===== src/rtl/ebox_pkg.sv =====
// Shared EBOX/MBOX types: mailbox arbiter state encoding and default build parameters.
package ebox_pkg;

  localparam int MBOX_NCHAN   = 8;
  localparam int MBOX_PAW     = 22;
  localparam int MBOX_DW      = 36;
  localparam int MBOX_TIMEOUT = 63;
  localparam int MBOX_TMO_W   = 8;

  typedef enum logic [1:0] {
    MBOX_IDLE = 2'd0,
    MBOX_REQ  = 2'd1,
    MBOX_WAIT = 2'd2
  } mboxState_t;

endpackage


===== src/rtl/mbox_rr_pick.sv =====
// Round-robin pick: first set bit of req at or after ptr, wrapping to bit 0; one-hot result.
module mbox_rr_pick #(
  parameter int W  = 8,
  parameter int PW = $clog2(W + 1)
) (
  input  logic [W-1:0]  req,
  input  logic [PW-1:0] ptr,
  output logic [W-1:0]  gnt
);

  logic [W-1:0] atOrAfter;
  logic [W-1:0] masked;

  // A pointer at or past W leaves the mask empty, so the pick falls back to the lowest requester.
  assign atOrAfter = ~((W'(1) << ptr) - W'(1));
  assign masked    = req & atOrAfter;
  assign gnt       = (|masked) ? (masked & (~masked + W'(1))) : (req & (~req + W'(1)));

endmodule


===== src/rtl/mbox_req_arb.sv =====
// MBOX request arbiter: grants one of EBOX/channels, runs a single memory transaction,
// and returns Done (or Done+Nxm on timeout) to the owner.
module mbox_req_arb
  import ebox_pkg::*;
#(
  parameter int NCHAN   = MBOX_NCHAN,
  parameter int PAW     = MBOX_PAW,
  parameter int DW      = MBOX_DW,
  parameter int TIMEOUT = MBOX_TIMEOUT
) (
  input  logic                mboxClk,
  input  logic                mboxReset,
  input  logic                prioMode,
  input  logic                ebxReq,
  input  logic                ebxWrite,
  input  logic [PAW-1:0]      ebxAddr,
  input  logic [DW-1:0]       ebxWdata,
  output logic                ebxGnt,
  output logic                ebxDone,
  output logic                ebxNxm,
  input  logic [NCHAN-1:0]    chReq,
  input  logic [NCHAN-1:0]    chWrite,
  input  logic [NCHAN*PAW-1:0] chAddr,
  input  logic [NCHAN*DW-1:0] chWdata,
  output logic [NCHAN-1:0]    chGnt,
  output logic [NCHAN-1:0]    chDone,
  output logic [NCHAN-1:0]    chNxm,
  output logic [DW-1:0]       rdata,
  output logic                memReq,
  output logic                memWrite,
  output logic [PAW-1:0]      memAddr,
  output logic [DW-1:0]       memWdata,
  input  logic                memAck,
  input  logic                memRdv,
  input  logic [DW-1:0]       memRdata
);

  localparam int NSLOT = NCHAN + 1;
  localparam int PTRW  = $clog2(NSLOT);

  mboxState_t state, nextState;

  logic [PTRW-1:0]       rrPtr, owner, winIdx, nextPtr;
  logic [MBOX_TMO_W-1:0] tmoCnt;
  logic [PAW-1:0]        latAddr, selAddr;
  logic [DW-1:0]         latWdata, selWdata;
  logic                  latWrite, selWrite;
  logic [NCHAN-1:0]      chPickGnt;
  logic [NCHAN:0]        ringGnt, winOh;
  logic                  anyReq, startTxn, rdvHit, tmoHit, finish;

  // Slot NCHAN of the ring is the EBOX; the channel-only picker serves fixed-priority mode.
  mbox_rr_pick #(.W(NCHAN), .PW(PTRW)) uChPick (
    .req(chReq),
    .ptr(rrPtr),
    .gnt(chPickGnt)
  );

  mbox_rr_pick #(.W(NSLOT), .PW(PTRW)) uRingPick (
    .req({ebxReq, chReq}),
    .ptr(rrPtr),
    .gnt(ringGnt)
  );

  assign anyReq   = ebxReq | (|chReq);
  assign winOh    = prioMode ? ringGnt : (ebxReq ? {1'b1, {NCHAN{1'b0}}} : {1'b0, chPickGnt});
  assign startTxn = (state == MBOX_IDLE) && anyReq;
  assign rdvHit   = memRdv && ((state == MBOX_WAIT) || ((state == MBOX_REQ) && memAck));
  assign tmoHit   = (state != MBOX_IDLE) && (tmoCnt == MBOX_TMO_W'(TIMEOUT)) && !rdvHit;
  assign finish   = rdvHit || tmoHit;

  // NOTE: every variable driven in always_comb gets a default first, so no path can infer a latch.
  always_comb begin
    winIdx   = '0;
    selAddr  = ebxAddr;
    selWdata = ebxWdata;
    selWrite = ebxWrite;
    for (int i = 0; i < NCHAN; i++) begin
      if (winOh[i]) begin
        winIdx   = PTRW'(i);
        selAddr  = chAddr[i*PAW +: PAW];
        selWdata = chWdata[i*DW +: DW];
        selWrite = chWrite[i];
      end
    end
    if (winOh[NCHAN]) winIdx = PTRW'(NCHAN);
  end

  // Fixed-priority EBOX grants leave the channel rotation untouched.
  always_comb begin
    if (!prioMode && winOh[NCHAN]) nextPtr = rrPtr;
    else if (winIdx == PTRW'(prioMode ? NCHAN : NCHAN - 1)) nextPtr = '0;
    else nextPtr = winIdx + 1'b1;
  end

  // NOTE: sequential state uses non-blocking assignments so every flop samples pre-edge values.
  always_ff @(posedge mboxClk) begin
    if (mboxReset) state <= MBOX_IDLE;
    else           state <= nextState;
  end

  always_comb begin
    nextState = state;
    case (state)
      MBOX_IDLE: if (anyReq) nextState = MBOX_REQ;
      MBOX_REQ: begin
        if (finish)      nextState = MBOX_IDLE;
        else if (memAck) nextState = MBOX_WAIT;
      end
      MBOX_WAIT: if (finish) nextState = MBOX_IDLE;
      default:   nextState = MBOX_IDLE;
    endcase
  end

  // NOTE: the latched request fields are plain registers (not memory), so they are reset to keep outputs clean.
  always_ff @(posedge mboxClk) begin
    if (mboxReset) begin
      rrPtr    <= '0;
      owner    <= '0;
      tmoCnt   <= '0;
      latAddr  <= '0;
      latWdata <= '0;
      latWrite <= 1'b0;
    end else if (startTxn) begin
      rrPtr    <= nextPtr;
      owner    <= winIdx;
      tmoCnt   <= '0;
      latAddr  <= selAddr;
      latWdata <= selWdata;
      latWrite <= selWrite;
    end else if (state != MBOX_IDLE) begin
      tmoCnt <= tmoCnt + 1'b1;
    end
  end

  // All outputs are forced low while reset is asserted, even mid-transaction.
  always_comb begin
    ebxGnt   = 1'b0;
    ebxDone  = 1'b0;
    ebxNxm   = 1'b0;
    chGnt    = '0;
    chDone   = '0;
    chNxm    = '0;
    rdata    = '0;
    memReq   = 1'b0;
    memWrite = 1'b0;
    memAddr  = '0;
    memWdata = '0;
    if (!mboxReset) begin
      if (startTxn) begin
        ebxGnt = winOh[NCHAN];
        chGnt  = winOh[NCHAN-1:0];
      end
      memReq   = (state == MBOX_REQ) && !tmoHit;
      memWrite = memReq && latWrite;
      memAddr  = latAddr;
      memWdata = latWdata;
      if (rdvHit) rdata = memRdata;
      for (int i = 0; i < NCHAN; i++) begin
        chDone[i] = finish && (owner == PTRW'(i));
        chNxm[i]  = tmoHit && (owner == PTRW'(i));
      end
      ebxDone = finish && (owner == PTRW'(NCHAN));
      ebxNxm  = tmoHit && (owner == PTRW'(NCHAN));
    end
  end

endmodule

===== config.mk =====
export PLATFORM = sky130hd
export DESIGN_NAME = mbox_req_arb
export DESIGN_NICKNAME = d
export VERILOG_FILES = /design/src/rtl/ebox_pkg.sv /design/src/rtl/mbox_rr_pick.sv /design/src/rtl/mbox_req_arb.sv
export SDC_FILE = /design/constraint.sdc
export NUM_CORES = 1
export LEC_CHECK = 0
export CORE_AREA = 2 2 275 277
export CTS_CLUSTER_DIAMETER = 50
export DETAILED_ROUTE_END_ITERATION = 12
export DIE_AREA = 0 0 277 279
export PLACE_DENSITY = 0.33
export RECOVER_POWER = 100
export REMOVE_ABC_BUFFERS = 1
export SLEW_MARGIN = 20
export SYNTH_ARGS = -nofsm -noshare
export SYNTH_HDL_FRONTEND = slang
export SYNTH_SLANG_ARGS = --single-unit

===== constraint.sdc =====
create_clock -name mboxClk -period 4.4 [get_ports mboxClk]
set_input_delay 0.88 -clock mboxClk [delete_from_list [all_inputs] [get_ports mboxClk]]
set_output_delay 0.88 -clock mboxClk [all_outputs]
set_load 0.05 [all_outputs]

After elaboration in Yosys (flattened, before gate mapping)

Index checks and enable logic that the tools add are counted.

Output and inout port bits: 123
Input port bits: 581
Logic and storage cells: 143
Register bits after elaboration: 77

Muxes and demuxes: 57
Add/sub/neg operators: 8
Eq/ne operators: 15
Bitwise logic cells: 14
Reduce and logical (&&, ||, !) cells: 40
Shift-type cells: 2

Operators with widths:

| kind                                             | count |
|---|---|
| 2-to-1 mux 36 bit                                | 11 |
| 2-to-1 mux 22 bit                                | 9 |
| 2-to-1 mux 8 bit                                 | 5 |
| 2-to-1 mux 4 bit                                 | 9 |
| bitwise AND 9 bit                                | 3 |
| 2-to-1 mux 9 bit                                 | 3 |
| inverter 9 bit                                   | 3 |
| logical AND 1 bit                                | 26 |
| adder 8 x 1 -> 8 bit, second input constant      | 3 |
| bitwise AND 8 bit                                | 3 |
| inverter 8 bit                                   | 3 |
| adder 9 x 1 -> 9 bit, second input constant      | 2 |
| == test 4 x 3 -> 1 bit, second input constant    | 4 |
| OR reduction 8 bit                               | 2 |
| 2-to-1 mux 1 bit                                 | 15 |
| OR reduction 9 bit                               | 1 |
| left shift 1 x 4 -> 9 bit, first input constant  | 1 |
| subtractor 9 x 2 -> 9 bit, second input constant | 1 |
| == test 4 x 2 -> 1 bit, second input constant    | 2 |
| == test 8 x 6 -> 1 bit, second input constant    | 1 |
| 2-to-1 mux 2 bit                                 | 4 |
| left shift 1 x 4 -> 8 bit, first input constant  | 1 |
| subtractor 8 x 2 -> 8 bit, second input constant | 1 |
| case mux 2 bit (3 select lines)                  | 1 |
| 18 further kinds                                 | 22 |

Longest topological paths before layout

Depth after elaboration: 20
Gate-level depth with buffers: 18
Mapped depth without buffers: 14

By module

From an unflattened synthesis, not the netlist that was laid out.

Cell total of the unflattened synthesis: 1307
Area total of the unflattened synthesis: 9256.4 um2

Modules (own cells, without submodules):

| module                    | sequential area each (um2) | area an instance (um2) | cells each | times used |
|---|---|---|---|---|
| mbox_req_arb              | 1541.5                     | 8343.0                 | 1176       | 1 |
| mbox_rr_pick at uRingPick | 0.0                        | 544.3                  | 73         | 1 |
| mbox_rr_pick at uChPick   | 0.0                        | 369.1                  | 58         | 1 |

Least setup slack after synthesis

OpenSTA, ideal clock, no wires.

Kind: flip-flop to output port
From: reg rrPtr[0]
To: out chGnt[2]
Data required time: 3520 ps
Stages on the path, launching flop included: 13
Path buffers: 2
Data arrival time: 3297 ps
Path slack: 223 ps
Path through: dfxtp_1 > buf_6 > nor4_4 > inv_1 > ha_1 > or4_1 > a21boi_1 > or3b_1 > nand4_2 > o22ai_4 > buf_2 > nand2_1 > nor2_1

Word-level cells in the longest chain between the ends: 12
Elaborated cells on any way between the ends: 22
Those cells by class: 4 x add/sub; 2 x shift; 6 x mux; 8 x bitwise; 2 x reduce/logical

Ends and longest elaborated chain:

| item                      | line                | RTL |
|---|---|---|
| start: declaration        | mbox_req_arb.sv:43  | `logic [PTRW-1:0] rrPtr, owner, winIdx, nextPtr;` |
| start signal: assignment  | mbox_req_arb.sv:125 | `rrPtr <= nextPtr;` |
| left shift 1 x 4 -> 8 bit | mbox_rr_pick.sv:15  | `assign atOrAfter = ~((W'(1) << ptr) - W'(1));` |
| subtractor 8 x 2 -> 8 bit | mbox_rr_pick.sv:15  |  |
| inverter 8 bit            | mbox_rr_pick.sv:15  |  |
| bitwise AND 8 bit         | mbox_rr_pick.sv:16  | `assign masked = req & atOrAfter;` |
| inverter 8 bit            | mbox_rr_pick.sv:17  | `assign gnt = (\|masked) ? (masked & (~masked + W'(1))) : (req & (~req + W'(1)));` |
| adder 8 x 1 -> 8 bit      | mbox_rr_pick.sv:17  |  |
| bitwise AND 8 bit         | mbox_rr_pick.sv:17  |  |
| 2-to-1 mux 8 bit          | mbox_rr_pick.sv:17  |  |
| 2-to-1 mux 9 bit          | mbox_req_arb.sv:66  | `assign winOh = prioMode ? ringGnt : (ebxReq ? {1'b1, {NCHAN{1'b0}}} : {1'b0, chPickGnt});` |
| 2-to-1 mux 9 bit (*)      | mbox_req_arb.sv:66  |  |
| 2-to-1 mux 8 bit (*)      | mbox_req_arb.sv:150 | `if (startTxn) begin` |
| 2-to-1 mux 8 bit (*)      | mbox_req_arb.sv:149 | `if (!mboxReset) begin` |
| end: declaration          | mbox_req_arb.sv:25  | `output logic [NCHAN-1:0] chGnt,` |

Mark *: on every way between the ends. The rest lies on a longest branch, timed or not.

Worst setup path after layout

From: in chReq[2]
To: out chGnt[5]

Word-level cells in the longest chain between the ends: 9
Elaborated cells on any way between the ends: 25
Those cells by class: 4 x add/sub; 6 x mux; 11 x bitwise; 4 x reduce/logical

Ends and longest elaborated chain:

| item                           | line                | RTL |
|---|---|---|
| start: declaration             | mbox_req_arb.sv:21  | `input logic [NCHAN-1:0] chReq,` |
| bitwise AND 8 bit              | mbox_rr_pick.sv:16  |  |
| inverter 8 bit                 | mbox_rr_pick.sv:17  |  |
| adder 8 x 1 -> 8 bit           | mbox_rr_pick.sv:17  |  |
| bitwise AND 8 bit              | mbox_rr_pick.sv:17  |  |
| 2-to-1 mux 8 bit               | mbox_rr_pick.sv:17  |  |
| 2-to-1 mux 9 bit (2 in series) | mbox_req_arb.sv:66  |  |
| 2-to-1 mux 8 bit (*)           | mbox_req_arb.sv:150 |  |
| 2-to-1 mux 8 bit (*)           | mbox_req_arb.sv:149 |  |

Marked as above.

==> impl_metrics.csv <==
group,metric,value,unit
hold_path,hold_depth,2,
power,vdd_ir_drop_max,0.249,mV
setup_path,worstPathRequired,3520,ps
finish,seqCellArea,0.00154,sq mm
global_route,track_usage,0.168,
setup_path,crit_chain,"clkdlybuf4s50_1, or4_1, or4_4, o31a_2, nand2b_1, nor2_1, clkbuf_4",
placed_design,hpwl,53.5,mm
global_route,grt_pass1_wl,94.5,mm
clocking,clk_pin_slew,70,ps
sta,period_share,0.960,
placed_design,numPortBuffers,703,
yosys,synth_edf_count,0,
setup_path,crit_fanout,9,
setup_path,critical_path_class,"in2out",
clocking,clock_path_buffers,2,
yosys,synth_seq_area_share,0.179,
yosys,synth.top_cell.area_share,0.179,
yosys,ys.flop_type,"dfxtp_1",
yosys,avgSynthCellArea,7.45,sq um
floorplan,die_w,277,um
yosys,synth_seq_cells,77,
clocking,cts_tree,"yes",
power,p_leak,0.00637,uW
power,power_density,404,mW/mm^2
clocking,cts_buffers,9,
global_route,antenna_found_initial,10,
setup_path,r2r_cells,14,
yosys,yosys_warnings,0,
clocking,post-cts-setup-buffer-count,0,
sta,tightest_slew,883,ps
sta,relSlewSlack,0.411,
sta,fin_hold_ws,472,ps
finish,multi_input_area,0.00646,sq mm
sta,finalCriticalPeriod,4220,ps
global_route,grt_overflow,0,
global_route,grt_pass1_vias,13000,
yosys,syn_area,0.00862,sq mm
setup_path,reg2reg_slack,280,ps
yosys,synthCells,1158,
drt,initialDrtViolationCount,605,
yosys,synthTopCellsByCount,"a22oi_1, nand2_1, dfxtp_1",
floorplan,fp-row-count,100,
clocking,h-tree-depth,3,
sta,fmax,237,MHz
drt,drtPass1Iterations,5,
drt,vias,12100,
clocking,root_buffer,"clkbuf_16",
sta,rsz0062_at_grt,"no",
drt,drcViolationCount,0,
yosys,synth_most_common_cell,"a22oi_1",
setup_path,crit_slowest_cell,"or4_1",
setup_path,critPathLaunchType,"input port",
setup_path,r2r_start,"rrPtr[3]",
floorplan,io_pins,704,
placed_design,place.gp.congestion,0.802,
floorplan,die_y,279,um
drt,antenna_left,0,
hold_path,hp-start,"latAddr[2]",
finish,final_layout_size_suffix_gt1_frac,0.109,
floorplan,core_area,0.0741,sq mm
clocking,cts.hold.buffers_added,0,
sta,fin_skew,6.56,ps
hold_path,hold_class,"reg2reg",
finish,synthToLayoutAreaGrowth,103,%
yosys,synthArstFlopShare,0,
hold_path,hold_end,"latAddr[2]",
yosys,synth_area_leaders,"dfxtp_1, a22oi_1, mux2_2",
drt,viasPerCell,4.35,
sta,setup_viol,0,
setup_path,cp-end-kind,"output port",
yosys,yosysUniqueCellTypes,75,
floorplan,dieArea,0.0773,sq mm
run,drv_cap,0,
sta,totalNegativeSetupSlack,0,ps
clocking,insertion_delay,380,ps
drt,wl_per_cell,24.3,um
status,status,"finished clean",
sta,slew_violations,0,
clocking,cts-resized-gates,0,
floorplan,start_util,0.116,
sta,finalHoldViolations,0,
setup_path,cp.arrival,3340,ps
setup_path,r2r_end,"latAddr[8]",
finish,nFillCells,8127,
drt,drt-total-wl,67.5,mm
finish,nNetsFinal,2381,
setup_path,slowest_delay,530,ps
yosys,yosysTopAreaCell,"dfxtp_1",
global_route,grt_max_degree,79,
clocking,numClockSinks,77,
## worst max path at each step
stage | start | endpoint | depth (start not counted)
floorplan | prioMode | chGnt[7] | 5
global placement | chReq[2] | latAddr[4] | 11
detailed placement | chReq[2] | latAddr[8] | 11
CTS | rrPtr[3] | chGnt[2] | 12
global route | rrPtr[2] | chGnt[2] | 11
finish | chReq[2] | chGnt[5] | 7
## registers in the layout, summed over array words and instances (netlist names)
register,flops
latAddr,22
latWdata,36
latWrite,1
owner,4
rrPtr,4
state,2
tmoCnt,8
## cell families (layout without fill, tap and decap cells)
kind of cell,Yosys count,count (layout),share of synthesized area
other,0,7,0
buffers and inverters,134,778,0.0779
flip-flops,77,77,0.179
AND/OR/NAND/NOR,412,412,0.241
adder cells (fa/ha/maj),3,3,0.00435
multiplexers,61,61,0.0795
XOR/XNOR,9,9,0.00914
AO/OA/AOI/OAI,462,462,0.409
## worst max-delay path: cells and delay by family
| family | cells | cell delay (ps) |
|---|---|---|
| AO/OA/AOI/OAI | 1 | 350 |
| AND/OR/NAND/NOR | 4 | 1390 |
| buffers and inverters | 2 | 710 |
## report_power, final
group	internal (uW)	leakage, uW	total, uW	switching (uW)
clock network	527	0.000163	897	370
registers	1010	0.000635	1260	252
logic	2140	0.00557	4920	2790
total	3670	0.00637	7080	3410
## layout by cell type (no fill, tap or decap), types with 3 or more instances in the layout
cell | synthesis | final
a211oi_1 | 3 | 3
a21o_1 | 60 | 59
a21oi_1 | 5 | 5
a22oi_1 | 178 | 178
a31o_1 | 60 | 60
a31oi_1 | 3 | 3
and2_0 | 0 | 36
and2_1 | 41 | 4
buf_12 | 0 | 53
buf_4 | 6 | 35
clkbuf_1 | 76 | 4
clkbuf_16 | 0 | 9
clkbuf_4 | 0 | 7
clkdlybuf4s50_1 | 0 | 578
dfxtp_1 | 77 | 77
diode_2 | 0 | 7
dlygate4sd3_1 | 0 | 76
inv_1 | 5 | 5
mux2_2 | 59 | 59
nand2_1 | 147 | 146
nand2b_1 | 8 | 7
nand3_1 | 65 | 65
nand3b_1 | 3 | 3
nand4_1 | 4 | 4
nor2_1 | 50 | 49
nor2b_1 | 61 | 61
nor3_1 | 9 | 9
o21ai_0 | 65 | 65
o221ai_1 | 59 | 59
xnor2_1 | 3 | 3
xor2_1 | 6 | 6
## per-layer routing
metal | up-vias | GRT usage | routed length [um]
li1 | 5693 | - | -
met1 | 5825 | 0.181 | 25800
met2 | 511 | 0.318 | 35700
met3 | 45 | 0.0530 | 4690
met4 | 4 | 0.0400 | 1240
met5 | - | 0 | 30
## layout make-up
| type | count | area share |
|---|---|---|
| clock buffer | 12 | 0.0146 |
| tap | 969 | 0.0691 |
| timing repair buffer | 756 | 0.454 |
| antenna | 7 | 0.000998 |
| clock inverter | 4 | 0.00399 |
| sequential | 77 | 0.0878 |
| inverter | 6 | 0.00128 |
| multi-input combinational | 947 | 0.368 |
## metrics by stage
step | cell area [sq um] | setup slack (ps) | cells | util | total power (uW)
3_3_place_gp | 17300 | 60.0 | 2755 | 0.233 | 6310
4_1_cts | 17600 | 49.4 | 2771 | 0.237 | 7290
2_1_floorplan | 7980 | -1370 | 1030 | - | 3960
5_1_grt | 17500 | 2.56 | 2776 | 0.237 | 7560
3_5_place_dp | 17300 | 1.78 | 2755 | 0.233 | 6330
6_report | 17600 | 177 | 2778 | 0.237 | 7080
(Power assumes the default switching activity.)
